File: src/rtl/burst_check_ctrl_if.sv
// Burst request/grant bundle between requesters and burst_check_ctrl.
//   req[1:0]             per-requester burst request (held for the whole burst)
//   valid_in             data beat available from the granted requester
//   grant[1:0]           one-hot registered grant, 00 when idle
//   next_data_count[3:0] beat count presented to the capture flop
//   sel_a                capture from the check path (count 7 or 8)
//   load_en              capture-flop enable
//   busy                 controller not idle
//   done                 one-cycle burst completion pulse
//   abort                one-cycle burst abandon pulse
interface burst_check_ctrl_if;
   logic [1:0] req;
   logic       valid_in;
   logic [1:0] grant;
   logic [3:0] next_data_count;
   logic       sel_a;
   logic       load_en;
   logic       busy;
   logic       done;
   logic       abort;

   modport master (
      output req, valid_in,
      input  grant, next_data_count, sel_a, load_en, busy, done, abort
   );

   modport slave (
      input  req, valid_in,
      output grant, next_data_count, sel_a, load_en, busy, done, abort
   );
endinterface

File: src/rtl/burst_check_ctrl.sv
// Two-requester round-robin burst controller. A granted burst collects seven
// data beats (count 0..6), then spends two check cycles (count 7, 8) capturing
// from the check path, then pulses done and returns to idle.
// Ports:
//   clk    rising-edge clock
//   reset  synchronous active-high reset
//   bus    burst_check_ctrl_if.slave (req/valid_in in, grant/status out)
//
// state | meaning
// ------+------------------------------------------------------------
// IDLE  | no burst; arbitrate pending requests
// XFER  | collecting beats, count 0..6; dropped request aborts
// CHECK | check-path capture, count 7..8; request changes ignored
// DONE  | done pulse, record winner, release grant
module burst_check_ctrl (
   input  logic               clk,
   input  logic               reset,
   burst_check_ctrl_if.slave  bus
);

   typedef enum logic [1:0] {IDLE, XFER, CHECK, DONE} state_t;

   state_t     state, state_nxt;
   logic [3:0] count, count_nxt;
   logic [1:0] grant, grant_nxt;
   logic       last_winner, last_winner_nxt;
   logic       done, done_nxt;
   logic       abort, abort_nxt;
   logic       req_held;
   logic [1:0] winner;

   // Request of the currently granted requester still asserted.
   assign req_held = |(bus.req & grant);

   // Round-robin: on contention the requester that did not win last time wins.
   always_comb begin
      winner = bus.req;
      if (bus.req == 2'b11) begin
         winner = last_winner ? 2'b01 : 2'b10;
      end
   end

   always_ff @(posedge clk) begin
      if (reset) begin
         state       <= IDLE;
         count       <= 4'd0;
         grant       <= 2'b00;
         last_winner <= 1'b1;
         done        <= 1'b0;
         abort       <= 1'b0;
      end else begin
         state       <= state_nxt;
         count       <= count_nxt;
         grant       <= grant_nxt;
         last_winner <= last_winner_nxt;
         done        <= done_nxt;
         abort       <= abort_nxt;
      end
   end

   always_comb begin
      state_nxt       = state;
      count_nxt       = count;
      grant_nxt       = grant;
      last_winner_nxt = last_winner;
      done_nxt        = 1'b0;
      abort_nxt       = 1'b0;
      if (count > 4'd8) begin
         // Unreachable counts recover to a clean idle.
         state_nxt = IDLE;
         count_nxt = 4'd0;
         grant_nxt = 2'b00;
      end else begin
         case (state)
            IDLE: begin
               count_nxt = 4'd0;
               if (bus.req != 2'b00) begin
                  grant_nxt = winner;
                  state_nxt = XFER;
               end
            end
            XFER: begin
               if (!req_held) begin
                  // Abort wins over a coincident beat; last_winner untouched.
                  state_nxt = IDLE;
                  grant_nxt = 2'b00;
                  count_nxt = 4'd0;
                  abort_nxt = 1'b1;
               end else if (bus.valid_in) begin
                  count_nxt = count + 4'd1;
                  if (count == 4'd6) begin
                     state_nxt = CHECK;
                  end
               end
            end
            CHECK: begin
               if (count == 4'd8) begin
                  state_nxt = DONE;
                  count_nxt = 4'd0;
                  done_nxt  = 1'b1;
               end else begin
                  count_nxt = count + 4'd1;
               end
            end
            DONE: begin
               last_winner_nxt = grant[1];
               grant_nxt       = 2'b00;
               state_nxt       = IDLE;
            end
            default: begin
               state_nxt = IDLE;
               count_nxt = 4'd0;
               grant_nxt = 2'b00;
            end
         endcase
      end
   end

   assign bus.grant           = grant;
   assign bus.next_data_count = count;
   assign bus.sel_a           = (count == 4'd7) || (count == 4'd8);
   assign bus.load_en         = ((state == XFER) && bus.valid_in && req_held) ||
                                (state == CHECK);
   assign bus.busy            = (state != IDLE);
   assign bus.done            = done;
   assign bus.abort           = abort;

endmodule

File: src/flat_wrapper.sv
// flat-port wrapper written by rule: the top's interface ports become plain ports
module burst_check_ctrl_flat 
  (clk, reset, bus_req, bus_valid_in, bus_grant, bus_next_data_count, bus_sel_a, bus_load_en, bus_busy, bus_done, bus_abort);
  burst_check_ctrl_if bus_i ();
  input  logic clk;
  input  logic reset;
  input wire logic [$bits(bus_i.req)-1:0] bus_req;
  input wire logic [$bits(bus_i.valid_in)-1:0] bus_valid_in;
  output wire logic [$bits(bus_i.grant)-1:0] bus_grant;
  output wire logic [$bits(bus_i.next_data_count)-1:0] bus_next_data_count;
  output wire logic [$bits(bus_i.sel_a)-1:0] bus_sel_a;
  output wire logic [$bits(bus_i.load_en)-1:0] bus_load_en;
  output wire logic [$bits(bus_i.busy)-1:0] bus_busy;
  output wire logic [$bits(bus_i.done)-1:0] bus_done;
  output wire logic [$bits(bus_i.abort)-1:0] bus_abort;
  assign bus_i.req = bus_req;
  assign bus_i.valid_in = bus_valid_in;
  assign bus_grant = bus_i.grant;
  assign bus_next_data_count = bus_i.next_data_count;
  assign bus_sel_a = bus_i.sel_a;
  assign bus_load_en = bus_i.load_en;
  assign bus_busy = bus_i.busy;
  assign bus_done = bus_i.done;
  assign bus_abort = bus_i.abort;
  burst_check_ctrl u_core (.clk(clk), .reset(reset), .bus(bus_i));
endmodule
File: config.mk
export PLATFORM = sky130hd
export DESIGN_NAME = burst_check_ctrl_flat
export DESIGN_NICKNAME = d
export VERILOG_FILES = /design/src/rtl/burst_check_ctrl_if.sv /design/src/rtl/burst_check_ctrl.sv /design/src/flat_wrapper.sv
export SDC_FILE = /design/constraint.sdc
export NUM_CORES = 1
export LEC_CHECK = 0
export ABC_AREA = 1
export CAP_MARGIN = 30
export CORE_MARGIN = 2
export CORE_UTILIZATION = 40
export CTS_BUF_LIST = sky130_fd_sc_hd__clkbuf_4 sky130_fd_sc_hd__clkbuf_8
export CTS_CLUSTER_DIAMETER = 80
export DETAILED_ROUTE_END_ITERATION = 6
export PLACE_DENSITY_LB_ADDON = 0.2
export SYNTH_ARGS = -nofsm -noshare
export SYNTH_HDL_FRONTEND = slang
export SYNTH_SLANG_ARGS = --single-unit
export TNS_END_PERCENT = 20
File: constraint.sdc
create_clock -name clk -period 1.79 [get_ports clk]
set_input_delay 0.537 -clock clk [delete_from_list [all_inputs] [get_ports clk]]
set_output_delay 0.537 -clock clk [all_outputs]
set_load 0.02 [all_outputs]
==> out/metrics.csv <==
stage,metric,value,unit
cts,CTS buffer count,3,
detailed_routing,drt wl/cell,10.9,um
setup_path,crit path DAT,1.18,ns
floorplanning,DIE HEIGHT,47.4,um
setup_path,R2R depth,9,
detailed_routing,Vias/cell,4.77,
synth,count of cell types in the netlist,21,
floorplanning,initial core utilization,0.432,
synth,Synth area leader,dfxtp_1,
final_layout,Post-layout nets,156,
sta,setup TNS,0,ns
placed_design,Inst Count DP,162,
sta,Pins Over Slew Limit,0,
global_route,Total Routing Usage GR,0.183,
placed_design,hpwl dp,1.44,mm
cts,clock sinks,11,
synth,Syn Inst Count,100,
detailed_routing,final antenna-violating net count,0,
sta,Peak Freq,0.582,GHz
floorplanning,I/O pins,16,
setup_path,critical path startpoint category,flip-flop,
synth,Netlist Area Pre-Place,753,um2
outcome,status,completed,
cts,Root Buffer,clkbuf_4,
setup_path,"critical path fanouts, max",3,
detailed_routing,DRC,0,
global_route,vias in the first global route,710,
detailed_routing,First DRT Iteration DRCs,27,
sta,Final Hold Fails,0,
detailed_routing,final WL,1.82,mm
final_layout,diode count,0,
setup_path,CP Class,flip-flop to primary output,
synth,YS warnings,0,
cts,"Clk pin slew, worst setup/hold paths",0.07,ns
global_route,initial antenna violation count,0,
sta,fin crit period,1.72,ns
placed_design,GP Congestion,0.860,
min_path,hold crit path type,flip-flop to flip-flop,
cts,CTS tree,yes,
power_and_ir_drop,"Power, Total",0.00132,W
final_layout,Final Non-Filler Cells,167,
synth,Seq cells post-synth,11,
setup_path,CP required,1.25,ns
sta,RSZ-0062 raised after global routing,no,
power_and_ir_drop,Peak VDD IR,0.890,mV
final_layout,number of fill cells,173,
setup_path,element type at the critical path end,primary output,
global_route,global-route wire length before repair,2.85,mm
min_path,Hold EP,u_core.last_winner,
synth,syn avg cell area,7.53,um2
min_path,Hold Path Stages,2,
min_path,Hold Startpoint,u_core.last_winner,
power_and_ir_drop,leakage power,0.575,nW
global_route,GRT overflow,0,
placed_design,Port-buffer cells,15,
floorplanning,row cnt,15,
detailed_routing,1st-pass router iterations,4,
power_and_ir_drop,PwrDens,1160,mW/mm2
cts,"Clk Latency, worst-skew pair",0.27,ns
floorplanning,core box area,0.00175,mm2
synth,post-synth top area share,0.292,
floorplanning,die width,47.4,um
sta,Slew headroom,0.809,
run,max cap viols,0,
synth,synth top area cells,"dfxtp_1, ha_1, nand2_1, nand3_1, inv_1",
detailed_routing,vias,797,
cts,CTS Buffer Depth,2,
setup_path,"setup slack, reg-to-reg",0.42,ns
final_layout,Final Core Density,0.652,
global_route,largest net degree at the start of global routing,7,
sta,part of the cycle the worst path needs,0.959,
cts,htree depth,1,
floorplanning,Die ar.,0.00225,mm2
synth,sequential fraction of the synthesis area,0.292,
synth,Mapped Nets,113,
final_layout,share of cells above drive strength 1,0.415,
final_layout,Layout area overhead,51.0,%
sta,Worst Tran Pin Value,0.286,ns
sta,final worst clock skew,0.00309,ns
sta,final setup fails,0,
## worst max-delay path, cell delays in order (launching register included)
cell	delay, ns
dfxtp_2	0.37
inv_1	0.07
ha_1	0.21
inv_1	0.07
nand2_1	0.06
buf_6	0.13
## sequential cells by signal, summed over array words and instances, names as in the netlist, named ones only
register,count
u_core.last_winner,1
u_core.state,1
u_core.bus.grant,2
u_core.bus.next_data_count,4
u_core.bus.abort,1
u_core.bus.done,1
## cells in the final DEF (no fill, tap or decap), types with 2 or more instances in the layout
cell / n
ha_1: 6
nand3_1: 10
buf_4: 24
clkbuf_2: 2
dlygate4sd2_1: 7
nor2_1: 5
inv_2: 4
nand4_1: 5
a21oi_1: 6
nand2_1: 18
nand2_2: 7
dfxtp_1: 7
inv_1: 11
nand2_4: 3
nor3_1: 2
clkbuf_4: 4
a21oi_2: 2
dfxtp_2: 4
clkdlybuf4s50_1: 3
## layout make-up
cell class	instances	area [um2]	share of cell area
inverters	16	61.3	0.0539
flip-flops and latches	11	225	0.198
repair buffers	38	298	0.262
multi-input cells	73	492	0.432
well taps	25	31.3	0.0275
clock buffers	4	30.0	0.0264
## stage by stage
stage | hold WS (ns) | instance area [um2] | setup WS [ns]
floorplan | 0.445 | 753 | 0.165
global placement | 0.471 | 1100 | -0.737
detailed placement | 0.476 | 1100 | -0.755
CTS | 0.490 | 1120 | -0.152
global route | 0.515 | 1140 | 0.0000291
finish | 0.487 | 1140 | 0.0726
## cell usage after synthesis (all sizes together)
cell type / count
nand3: 11
inv: 15
a21boi: 1
nand2: 28
a211oi: 1
o21ai: 2
nand4: 5
nor2: 6
ha: 8
dfxtp: 11
clkinv: 1
a21oi: 9
nor3: 2
## logic make-up after synthesis
logic type	synth area share
flip-flops	0.292
buffers and inverters	0.0814
AO/OA/AOI/OAI	0.123
adder cells (fa/ha/maj)	0.133
AND/OR/NAND/NOR	0.370
## worst max-delay path by stage
stage	startpoint	end	slack [ns]	cells after the start
2_1_floorplan	u_core.bus.next_data_count[0]	bus_sel_a	0.17	4
3_3_place_gp	bus_req[1]	bus_load_en	-0.74	8
3_5_place_dp	bus_req[1]	bus_load_en	-0.75	8
4_1_cts	u_core.bus.next_data_count[1]	bus_sel_a	-0.15	5
5_1_grt	u_core.bus.next_data_count[0]	bus_sel_a	0.00003	5
6_report	u_core.state[0]	bus_load_en	0.07	5
## power breakdown
group / internal, W / total [W] / switching, W
Clock: 0.000101 / 0.000191 / 0.0000891
Combinational: 0.000370 / 0.000793 / 0.000422
Sequential: 0.000299 / 0.000336 / 0.0000372
Total: 0.000771 / 0.00132 / 0.000549
## timing repair
item                                    CTS  global route
buffers inserted                          0             1
hold buffers                              0             0
resized for setup                        25            12
pin swaps                                 2             0
endpoints found under the setup margin    9             2
## routing by layer
metal	track usage	wire (um)	vias to the layer above
met2	0.311	933	16
met4	0.0833	10	0
met5	0	0	-
met3	0.0500	70	2
li1	-	-	412
met1	0.211	802	367
No activity file was read; power rests on OpenSTA's default activity.
